--- src/rtl/sdram_ctrl_pkg.sv ---
// Shared types and constants for the SDRAM controller refresh path.
package sdram_ctrl_pkg;

  typedef enum logic [1:0] {
    ST_OFF      = 2'd0,
    ST_INIT_DLY = 2'd1,
    ST_RUN      = 2'd2
  } refresh_timer_state_t;

  localparam int REF_PENDING_BITS = 4;
  localparam int TREF_BITS        = 16;

  // Reload value for the tick counter; a zero interval parks the counter at 0.
  function automatic logic [TREF_BITS-1:0] tref_reload(input logic [TREF_BITS-1:0] tref);
    if (tref != 16'd0) begin
      return tref - 16'd1;
    end else begin
      return 16'd0;
    end
  endfunction

endpackage

--- src/rtl/sdram_ctrl_dcnt.sv ---
// Loadable down-counter that stops at zero and flags it; load wins over decrement.
module sdram_ctrl_dcnt #(
  parameter int W = 16
) (
  input  logic         i_clk,
  input  logic         i_rst,
  input  logic         i_load,
  input  logic [W-1:0] i_load_val,
  input  logic         i_dec,
  output logic         o_is_zero
);

  logic [W-1:0] r_cnt;

  // Count register: load, saturating decrement, or hold.
  always_ff @(posedge i_clk or posedge i_rst) begin
    if (i_rst) begin
      r_cnt <= {W{1'b0}};
    end else if (i_load) begin
      r_cnt <= i_load_val;
    end else if (i_dec && (r_cnt != {W{1'b0}})) begin
      r_cnt <= r_cnt - W'(1);
    end else begin
      r_cnt <= r_cnt;
    end
  end

  assign o_is_zero = (r_cnt == {W{1'b0}});

endmodule

--- src/rtl/sdram_ctrl_refresh_timer.sv ---
// Power-up delay and refresh request generator feeding the command scheduler.
// Define SDRAM_CTRL_REF_POSTPONE_EN to allow up to MAX_PENDING postponed refreshes.
module sdram_ctrl_refresh_timer
  import sdram_ctrl_pkg::*;
#(
  parameter int INIT_DLY_CNT = 25000,
  parameter int MAX_PENDING  = 8
) (
  input  logic                        HCLK,
  input  logic                        HRESET,
  input  logic                        csr_ena,
  input  logic [TREF_BITS-1:0]        csr_tref,
  output logic                        init_done,
  output logic                        ref_req,
  output logic                        ref_urgent,
  input  logic                        ref_ack,
  output logic [REF_PENDING_BITS-1:0] ref_pending,
  output logic                        ref_ovf
);

  localparam int INIT_W = (INIT_DLY_CNT > 1) ? $clog2(INIT_DLY_CNT) : 1;

`ifdef SDRAM_CTRL_REF_POSTPONE_EN
  localparam logic [REF_PENDING_BITS-1:0] REF_MAX = REF_PENDING_BITS'(MAX_PENDING);
`else
  localparam logic [REF_PENDING_BITS-1:0] REF_MAX = 4'd1;
`endif

  if ((INIT_DLY_CNT < 1) || (MAX_PENDING < 2) || (MAX_PENDING > 15)) begin : g_param_chk
    $error("sdram_ctrl_refresh_timer: INIT_DLY_CNT or MAX_PENDING out of range");
  end

  refresh_timer_state_t              r_state;
  logic                              r_init_done;
  logic                              r_ovf;
  logic [REF_PENDING_BITS-1:0]       r_pend;

  logic                              w_init_load;
  logic                              w_init_dec;
  logic                              w_init_zero;
  logic                              w_tick_load;
  logic [TREF_BITS-1:0]              w_tick_val;
  logic                              w_tick_dec;
  logic                              w_tick_zero;
  logic                              w_tick;
  logic                              w_ack_eff;

  assign w_ack_eff = ref_ack && (r_pend != 4'd0);

  // Counter controls and tick generation, decoded from the current state.
  always_comb begin
    w_init_load = 1'b0;
    w_init_dec  = 1'b0;
    w_tick_load = 1'b0;
    w_tick_val  = 16'd0;
    w_tick_dec  = 1'b0;
    w_tick      = 1'b0;
    case (r_state)
      ST_OFF: begin
        w_init_load = csr_ena;
        w_tick_load = 1'b1;
      end
      ST_INIT_DLY: begin
        if (!csr_ena) begin
          w_init_dec = 1'b0;
        end else if (w_init_zero) begin
          w_tick_load = 1'b1;
          w_tick_val  = tref_reload(csr_tref);
        end else begin
          w_init_dec = 1'b1;
        end
      end
      ST_RUN: begin
        if (!csr_ena) begin
          w_tick_dec = 1'b0;
        end else if (csr_tref == 16'd0) begin
          w_tick_load = 1'b1;
        end else if (w_tick_zero) begin
          w_tick      = 1'b1;
          w_tick_load = 1'b1;
          w_tick_val  = tref_reload(csr_tref);
        end else begin
          w_tick_dec = 1'b1;
        end
      end
      default: begin
        w_tick_load = 1'b1;
      end
    endcase
  end

  sdram_ctrl_dcnt #(.W(INIT_W)) u_init_cnt (
    .i_clk      (HCLK),
    .i_rst      (HRESET),
    .i_load     (w_init_load),
    .i_load_val (INIT_W'(INIT_DLY_CNT - 1)),
    .i_dec      (w_init_dec),
    .o_is_zero  (w_init_zero)
  );

  sdram_ctrl_dcnt #(.W(TREF_BITS)) u_tick_cnt (
    .i_clk      (HCLK),
    .i_rst      (HRESET),
    .i_load     (w_tick_load),
    .i_load_val (w_tick_val),
    .i_dec      (w_tick_dec),
    .o_is_zero  (w_tick_zero)
  );

  // State machine with sticky status bits and the pending-refresh count.
  always_ff @(posedge HCLK or posedge HRESET) begin
    if (HRESET) begin
      r_state     <= ST_OFF;
      r_init_done <= 1'b0;
      r_ovf       <= 1'b0;
      r_pend      <= 4'd0;
    end else begin
      case (r_state)
        ST_OFF: begin
          r_pend <= 4'd0;
          r_ovf  <= 1'b0;
          if (csr_ena) begin
            r_state <= ST_INIT_DLY;
          end else begin
            r_state <= ST_OFF;
          end
        end
        ST_INIT_DLY: begin
          if (!csr_ena) begin
            r_state <= ST_OFF;
          end else if (w_init_zero) begin
            r_state     <= ST_RUN;
            r_init_done <= 1'b1;
          end else begin
            r_state <= ST_INIT_DLY;
          end
        end
        ST_RUN: begin
          // Acks still drain the count while disabled; only ticks stop.
          if (w_tick && !w_ack_eff) begin
            if (r_pend == REF_MAX) begin
              r_ovf <= 1'b1;
            end else begin
              r_pend <= r_pend + 4'd1;
            end
          end else if (!w_tick && w_ack_eff) begin
            r_pend <= r_pend - 4'd1;
          end else begin
            r_pend <= r_pend;
          end
        end
        default: begin
          r_state <= ST_OFF;
        end
      endcase
    end
  end

  assign init_done   = r_init_done;
  assign ref_ovf     = r_ovf;
  assign ref_pending = r_pend;
  assign ref_req     = (r_pend != 4'd0);
  assign ref_urgent  = (r_pend == REF_MAX);

endmodule

--- config.mk ---
export PLATFORM = sky130hd
export DESIGN_NAME = sdram_ctrl_refresh_timer
export DESIGN_NICKNAME = d
export VERILOG_FILES = /design/src/rtl/sdram_ctrl_pkg.sv /design/src/rtl/sdram_ctrl_dcnt.sv /design/src/rtl/sdram_ctrl_refresh_timer.sv
export SDC_FILE = /design/constraint.sdc
export NUM_CORES = 1
export LEC_CHECK = 0
export CAP_MARGIN = 40
export CORE_ASPECT_RATIO = 0.9
export CORE_MARGIN = 2
export CORE_UTILIZATION = 52
export CTS_CLUSTER_DIAMETER = 120
export DETAILED_ROUTE_END_ITERATION = 8
export PLACE_DENSITY = 0.87
export SYNTH_ARGS = -nofsm -noshare
export SYNTH_HDL_FRONTEND = slang
export SYNTH_SLANG_ARGS = --single-unit
export TNS_END_PERCENT = 50
--- constraint.sdc ---
create_clock -name HCLK -period 2.3 [get_ports HCLK]
set_input_delay 0.46 -clock HCLK [delete_from_list [all_inputs] [get_ports HCLK]]
set_output_delay 0.46 -clock HCLK [all_outputs]
set_load 0.01 [all_outputs]
# Word level (Yosys, flattened, before mapping)
# Cells that the tools add are included.
[totals]
ram_bits = 0
mem_bits_ro = 0
latchBits = 0
out_inout_bits = 8
word_cells = 78
register_bits = 39
memories = 0
input_bits = 20
[classes]
reduce_logical = 21
multipliers = 0
addsub = 5
n_lt_le_gt_ge = 0
n_shift = 0
n_bitwise = 0
n_eq_ne = 7
muxes = 39
n_div = 0
[op_table]
columns = ["cell", "count"]
rows = [
  ["$mux 16", 8],
  ["$logic_not 16->1", 2],
  ["$pmux 16 s2", 1],
  ["$reduce_bool 16->1", 2],
  ["$sub 16x1->16 const B", 2],
  ["$mux 15", 2],
  ["$mux 1", 19],
  ["$logic_not 15->1", 1],
  ["$reduce_bool 15->1", 1],
  ["$sub 15x1->15 const B", 1],
  ["$mux 4", 3],
  ["$reduce_and 3->1", 3],
  ["$pmux 4 s2", 1],
  ["$ne 3x3->1 const B", 2],
  ["$pmux 2 s3", 1],
  ["$reduce_bool 2->1", 3],
  ["$logic_and 1x1->1", 5],
  ["$add 4x1->4 const B", 1],
  ["$eq 4x1->1 const B", 1],
  ["$mux 2", 2],
  ["$ne 2x2->1 const B", 2],
  ["$pmux 1 s2", 2],
  ["$reduce_bool 4->1", 1],
  ["$sub 4x1->4 const B", 1],
  ["4 further kinds", 5],
]

# Depth between registers and ports, before layout
# Gate-level depths: netlist (run 1).
[logic_depth]
ltp_word = 10
mapped_depth = 13
mapped_depth_nobuf = 12

# Cells and area by module
# From an unflattened synthesis (run 1), not the netlist that was laid out.
[unflattened]
cells_unflattened = 369
area_unflattened_um2 = 3045.4
[by_module_without_submodules]
columns = ["mod", "area_per_inst_um2", "instances", "seq_area_each_um2", "cells_per_inst"]
rows = [
  ["sdram_ctrl_dcnt (u_tick_cnt)", 1034.7, 1, 400.4, 122],
  ["sdram_ctrl_refresh_timer", 1007.2, 1, 200.2, 131],
  ["sdram_ctrl_dcnt (u_init_cnt)", 1003.5, 1, 375.4, 116],
]

# Worst setup path before layout (run 1)
# No wires, ideal clock.
[synth_path]
path_type = "in2reg"
from = "in csr_tref[11]"
to = "reg r_pend[3], in the netlist ref_pending[3]"
n_path_buf = 0
arrival_ns = 2.875
cell_stages = 10
slack_ns = -0.705
t_required_ns = 2.169
path_cell_list = "or4_4 > or4_4 > nand3_1 > nor2_1 > ha_1 > or4_1 > a211oi_1 > mux2i_1 > nand2_1 > o21ai_0"
[synth_via]
elab_chain_cells = 8
elab_cells_between_ends = 12
[synth_lines]
columns = ["item", "line_no", "source"]
rows = [
  ["start: declaration", "sdram_ctrl_refresh_timer.sv:12", "input logic [TREF_BITS-1:0] csr_tref,"],
  ["$logic_not 16->1 (*)", "sdram_ctrl_refresh_timer.sv:76", "end else if (csr_tref == 16'd0) begin"],
  ["$mux 1 (*)", "sdram_ctrl_refresh_timer.sv:76", ""],
  ["$mux 1 (*)", "sdram_ctrl_refresh_timer.sv:74", "if (!csr_ena) begin"],
  ["$mux 1 (*)", "sdram_ctrl_refresh_timer.sv:58", "case (r_state)"],
  ["$logic_not 1->1", "sdram_ctrl_refresh_timer.sv:146", "end else if (!w_tick && w_ack_eff) begin"],
  ["$logic_and 1x1->1", "sdram_ctrl_refresh_timer.sv:146", ""],
  ["$ne 3x3->1 (no line)", "n/a", ""],
  ["$reduce_and 3->1 (no line)", "n/a", ""],
  ["end signal: assignment", "sdram_ctrl_refresh_timer.sv:144", "r_pend <= r_pend + 4'd1;"],
  ["end signal: assignment", "sdram_ctrl_refresh_timer.sv:147", "r_pend <= r_pend - 4'd1;"],
  ["end signal: assignment", "sdram_ctrl_refresh_timer.sv:149", "r_pend <= r_pend;"],
  ["end: declaration", "sdram_ctrl_refresh_timer.sv:36", "logic [REF_PENDING_BITS-1:0] r_pend;"],
]
# Mark *: on every way between the ends. The rest lies on a longest branch, timed or not.
# A chain may end at the register's enable or synchronous reset.

# Worst setup path in the final report (run 1)
[layout_path]
from = "in csr_tref[0]"
to = "reg r_pend[3], in the netlist ref_pending[3]"
# The elaborated chain is that of the path after synthesis.

==> qor.yml, run 1 <==
synthArstFlopShare_pct: 100
antenna_found_initial: 0
wl_per_cell_um: 18.4
cts_tree: "built"
die-height_um: 72.3
drive_above_1_share_pct: 29.5
vias_per_cell: 6.30
drtAntennaViolNets: 0
numClockSinks: 39
grt_pass1_vias: 2866
grt_overflow: 0
hold_viol_final: 0
skew_ns: 0.00756
powerDensity_nw_per_um2: 560
power_leakage_nw: 1.63
clkPwrFrac_pct: 27.7
numCtsBuffers: 5
setup_viol: 21
num_vias: 2956
synth_ff_type: "dfrtp_1"
core-area_um2: 4920
swShare_pct: 34.3
netlist_area_um2: 2700
pwr-share-seq_pct: 38.4
slew-limit-headroom_pct: 53.7
yosysSeqAreaShare_pct: 36.2
fin_nets: 435
routed_wl_mm: 8.61
fp.dieW_um: 79.9
rsz0062_at_grt: "yes"
crit_path_max_fanout: 2
violations: "negative setup slack"
syn_to_final_growth_pct: 41.7
cp-start-kind: "input pin"
clock_latency_ns: 0.31
critPathKind: "in2reg"
status: "complete, but fails checks"
firstDrtPassIters: 7
dp_hpwl_mm: 5.71
cts-root-buf: "clkbuf_8"
power_mw: 2.14
synth_edf_count: 0
drc: 0
yosysWarnings: 0
synthCells: 307
worstPathRequired_ns: 2.49
fmax_mhz: 363
grtUsageTotal_pct: 29.7
ios: 28
die_area_um2: 5780
syn_area_per_cell_um2: 8.78
finalCriticalPeriod_ns: 2.75
setup_ws_ns: -0.454
period_share_pct: 120
io_buffers: 27
power.combinational.fraction_pct: 33.9
grt_pass1_wl_mm: 13.3
cts_max_path_buffers: 2
synth.distinct_cells: 56
ys_ff_latch: 39
diodes: 0
synthesis.nets: 339
hold_path_class: "reg2reg"
drv_slew: 0
p_sw_uw: 733
grt_max_degree: 40
drt_iter0_markers: 349
peakVddDrop_v: 0.000791
rows: 24
worst_pin_slew_ns: 0.687
design_area_um2: 3820
p_int_mw: 1.40
cp.arrival_ns: 2.94
initial_utilization_pct: 54.8
placement.cell_area_um2: 3530
globalplace.congestion: 0.914
critPathCaptureType: "register"
path_clk_slew_ns: 0.08
htreeDepth: 2
drv_cap: 0
[cells by family (layout without fill, tap and decap cells)]
group	after synthesis	after routing	synth area share (%)
AOI/OAI and AO/OA	67	67	18.0
muxes	2	2	0.742
adders and majority gates	12	12	5.57
xor gates and xnor gates	29	29	9.42
and+or+nand+nor	132	132	26.2
DFF	39	39	36.2
buffers and inverters	26	123	3.90
[cell usage after synthesis, drive strengths merged (4+ instances only)]
cell type  instances  share of area [%]
dfrtp             39                 36
nor2              34                4.7
nand2             28                3.9
xnor2             17                5.5
inv               15                2.1
a21oi             14                2.6
ha                12                5.6
nor4              12                2.8
xor2              12                3.9
nor3              11                2.0
or4                9                2.9
clkbuf             7               0.97
o22ai              7                1.6
nand3              6                1.1
nand4              6                1.4
o21ai              6                1.5
a22oi              5                1.4
o22a               5                1.6
o211ai             4                1.1
or3                4               0.93
[power groups by stage]
| stage | sequential, mW | clock (mW) | combinational, mW |
|---|---|---|---|
| floorplan | 0.811 | 0 | 0.386 |
| global placement | 0.822 | 0 | 0.640 |
| detailed placement | 0.825 | 0 | 0.667 |
| CTS | 0.813 | 0.593 | 0.680 |
| global route | 0.826 | 0.630 | 0.784 |
| finish | 0.820 | 0.592 | 0.725 |
[routing by layer]
| metal | track usage (%) | part of all wire [%] |
|---|---|---|
| met2 | 48.9 | 48 |
| met3 | 6.22 | 7.7 |
| met4 | 12.8 | 3.0 |
| met5 | 0 | 0 |
| met1 | 38.0 | 41 |
[final timing paths]
path / start / cells past startpoint / to / slack (ns)
max: csr_tref[0] / 13 / ref_pending[3] / -0.45
min: init_done / 1 / init_done / 0.49
max reg2reg: u_tick_cnt.r_cnt[5] / 10 / ref_pending[3] / -0.19
min reg2reg: init_done / 1 / init_done / 0.49
max in group asynchronous: HRESET / 3 / u_tick_cnt.r_cnt[15] / 1.38
min in group asynchronous: HRESET / 3 / u_init_cnt.r_cnt[12] / 0.57
[placed cells by master (no fill, tap or decap), types with 5 or more instances in the layout]
cell	count
a21oi_1	14
nand2_1	28
nor2_1	33
nor3_1	8
xnor2_1	17
dfrtp_1	39
dlygate4sd2_1	5
buf_6	8
or4_4	5
clkbuf_8	5
nor4_1	11
o22a_1	5
ha_1	10
nand3_1	5
o22ai_1	7
buf_4	65
inv_1	13
nand4_1	6
xor2_1	10
clkdlybuf4s50_1	11
[worst max-delay path, stage by stage]
cell and delay [ns]:
buf_8 0.10, inv_6 0.05, ha_4 0.11, or4b_4 0.46
or4_4 0.51, nand3_2 0.10, nor2_2 0.06, ha_4 0.16
or4_4 0.43, a211oi_4 0.23, mux2i_1 0.10, nand2_1 0.08
o21ai_1 0.08
[state kept, by name, summed over array words and instances, names as in the netlist]
signal,count
init_done,1
r_state,2
ref_ovf,1
ref_pending,4
u_init_cnt.r_cnt,15
u_tick_cnt.r_cnt,16
[what timing repair did]
item	4_1_cts	5_1_grt
pin swaps	15	18
buffers inserted	3	4
endpoints found under the setup margin	21	23
hold buffers	0	0
gates resized for setup	63	21
[layout make-up]
| class | count | area (um^2) |
|---|---|---|
| clock buffer | 5 | 68.8 |
| clock inverter | 3 | 43.8 |
| fill | 295 | 1100 |
| inverter | 16 | 70.1 |
| multi-input combinational | 242 | 1750 |
| sequential | 39 | 976 |
| tap | 65 | 81.3 |
| timing repair buffer | 99 | 828 |
[metrics by stage]
stage	cells	hold WS, ns	setup TNS [ns]	utilization, %	setup WS (ns)
finish	469	0.488	-3.43	77.6	-0.454
detailed placement	455	0.468	-16.19	71.6	-1.10
CTS	466	0.494	-2.17	75.5	-0.405
global placement	455	0.455	-14.43	71.6	-0.994
floorplan	307	0.480	-2.48	-	-0.574
global route	469	0.505	-4.37	77.6	-0.518
(Power assumes the default switching activity.)
==> run 2: changes to the inputs <==
--- a/config.mk
+++ b/config.mk
@@ -7,11 +7,11 @@
 export LEC_CHECK = 0
 export CAP_MARGIN = 40
 export CORE_ASPECT_RATIO = 0.9
-export CORE_MARGIN = 2
 export CORE_UTILIZATION = 52
 export CTS_CLUSTER_DIAMETER = 120
 export DETAILED_ROUTE_END_ITERATION = 8
 export PLACE_DENSITY = 0.87
+export SKIP_CTS_REPAIR_TIMING = 1
 export SYNTH_ARGS = -nofsm -noshare
 export SYNTH_HDL_FRONTEND = slang
 export SYNTH_SLANG_ARGS = --single-unit
==> qor.yml, run 2 (synthesis gave the netlist of run 1 again) <==
status: "complete, but fails checks"  # unchanged
violations: "negative setup slack"  # unchanged
placement.cell_area_um2: 3520  # was 3530 um^2
routed_wl_mm: 7.78  # was 8.61 mm
syn_to_final_growth_pct: 39.4  # was 41.7%
cp-start-kind: "input pin"  # unchanged
fin_nets: 430  # was 435
core-area_um2: 4920  # unchanged
drc: 0  # unchanged
grt_pass1_wl_mm: 12.4  # was 13.3 mm
fmax_mhz: 335  # was 363 MHz
dp_hpwl_mm: 5.54  # was 5.71 mm
vias_per_cell: 6.15  # was 6.30
cp.arrival_ns: 3.16  # was 2.94 ns
skew_ns: 0.00522  # was 0.00756 ns
clkPwrFrac_pct: 24.7  # was 27.7%
p_sw_uw: 695  # was 733 uW
finalSetupTns_ns: -6.34  # was -3.43 ns
p_int_mw: 1.36  # was 1.40 mW
power.combinational.fraction_pct: 35.5  # was 33.9%
rows: 24  # unchanged
dp_cells: 453  # was 455
drv_cap: 0  # unchanged
numCtsBuffers: 5  # unchanged
diodes: 0  # unchanged
initial_utilization_pct: 54.8  # unchanged
crit_path_max_fanout: 2  # unchanged
hold_viol_final: 0  # unchanged
critPathCaptureType: "register"  # unchanged
r2r_start: "u_tick_cnt.r_cnt[8]"  # was u_tick_cnt.r_cnt[5]
wl_met3_um: 697  # was 660 um
grt_pass1_vias: 2754  # was 2866
path_clk_slew_ns: 0.07  # was 0.08 ns
grtUsageTotal_pct: 28.4  # was 29.7%
drt_iter0_markers: 279  # was 349
rsz0062_at_grt: "yes"  # unchanged
period_share_pct: 130  # was 120%
setup_viol: 22  # was 21
peakVddDrop_v: 0.000416  # was 0.000791 V
design_area_um2: 3760  # was 3820 um^2
slew-limit-headroom_pct: 61.1  # was 53.7%
min-delay-start: "init_done"  # unchanged
cts-root-buf: "clkbuf_8"  # unchanged
wl_met2_mm: 3.64  # was 4.17 mm
power_leakage_nw: 1.71  # was 1.63 nW
postLayoutCoreUtil_pct: 76.3  # was 77.6%
largest_reg_flops: 16  # unchanged
drt-met1-wl_mm: 3.28  # was 3.51 mm
num_vias: 2852  # was 2956
antenna_found_initial: 0  # unchanged
drive_above_1_share_pct: 25.1  # was 29.5%
cts_max_path_buffers: 2  # unchanged
final_common_cell: "buf_4"  # unchanged
cts_tree: "built"  # unchanged
htreeDepth: 2  # unchanged
routed.top_layer: "met4"  # unchanged
grt_max_degree: 40  # unchanged
finalCriticalPeriod_ns: 2.99  # was 2.75 ns
clock_latency_ns: 0.29  # was 0.31 ns
power_mw: 2.06  # was 2.14 mW
drv_slew: 0  # unchanged
globalplace.congestion: 0.925  # was 0.914
layout_common_cells: "64 x buf_4, 39 x dfrtp_1, 33 x nor2_1"  # was 65 x buf_4, 39 x dfrtp_1, 33 x nor2_1
worstPathRequired_ns: 2.47  # was 2.49 ns
fp.dieW_um: 77.9  # was 79.9 um
pwr-share-seq_pct: 39.8  # was 38.4%
wl_per_cell_um: 16.8  # was 18.4 um
critPathKind: "in2reg"  # unchanged
swShare_pct: 33.8  # was 34.3%
hold_path_class: "reg2reg"  # unchanged
ios: 28  # unchanged
die-height_um: 70.3  # was 72.3 um
top_register: "u_tick_cnt.r_cnt"  # unchanged
grt_overflow: 0  # unchanged
numClockSinks: 39  # unchanged
firstDrtPassIters: 5  # was 7
crit_start: "csr_tref[1]"  # was csr_tref[0]
finalNonFillerCells: 464  # was 469
die_area_um2: 5480  # was 5780 um^2
powerDensity_nw_per_um2: 547  # was 560 nW/um^2
worst_pin_slew_ns: 0.579  # was 0.687 ns
setup_ws_ns: -0.688  # was -0.454 ns
io_buffers: 27  # unchanged
drtAntennaViolNets: 0  # unchanged
[run 2: changes by cell type in the layout (fill, tap and decap cells not counted), sizes merged, moves of 2 or more]
cell,change
clkbuf,+3
clkinv,-2
buf,-10
dlygate4sd2,-5
dlymetal6s2s,+14
clkdlybuf4s15,-5
[run 2: power by group through the flow]
| stage | registers, mW | clock network, mW | logic [mW] |
|---|---|---|---|
| 2_1_floorplan | 0.811 | 0 | 0.386 |
| 3_3_place_gp | 0.820 | 0 | 0.664 |
| 3_5_place_dp | 0.824 | 0 | 0.687 |
| 4_1_cts | 0.812 | 0.517 | 0.693 |
| 5_1_grt | 0.822 | 0.542 | 0.793 |
| 6_report | 0.819 | 0.507 | 0.730 |
[run 2: layout make-up]
class                           instances  area, um^2
Multi-Input combinational cell        243        1710
Fill cell                             318        1170
Sequential cell                        39         976
Timing Repair Buffer                   93         823
Clock buffer                            8         100
Tap cell                               65        81.3
Inverter                               16        67.6
[run 2: path summary, 6_finish.rpt]
| kind | endpoint | slack [ns] | cells past startpoint |
|---|---|---|---|
| min in group asynchronous | u_init_cnt.r_cnt[11] | 0.60 | 3 |
| hold / removal | init_done | 0.48 | 1 |
| hold reg to reg | init_done | 0.48 | 1 |
| max in group asynchronous | u_init_cnt.r_cnt[14] | 1.36 | 3 |
| setup / recovery | ref_pending[3] | -0.69 | 13 |
| setup reg to reg | ref_pending[3] | -0.14 | 12 |
[run 2: critical path: stages]
cell and delay, ns:
buf_8 0.10, inv_6 0.05, ha_4 0.12, or4b_1 0.44, or4_4 0.59, nand3_4 0.10, nor2_2 0.04, ha_2 0.17
or4_4 0.55, a211oi_4 0.28, mux2i_1 0.11, nand2_1 0.08, o21ai_1 0.07
[run 2: stage by stage]
stage          setup WS [ns]  hold slack (ns)
2_1_floorplan         -0.574            0.480
3_3_place_gp          -0.982            0.454
3_5_place_dp           -1.10            0.457
4_1_cts               -0.835            0.480
5_1_grt               -0.809            0.507
6_report              -0.688            0.475
[run 2: metal layers]
layer / GRT usage [%] / vias to the layer above
li1: - / 1316
met1: 37.8 / 1349
met2: 45.6 / 156
met3: 6.80 / 31
met4: 8.64 / 0
met5: 0 / -
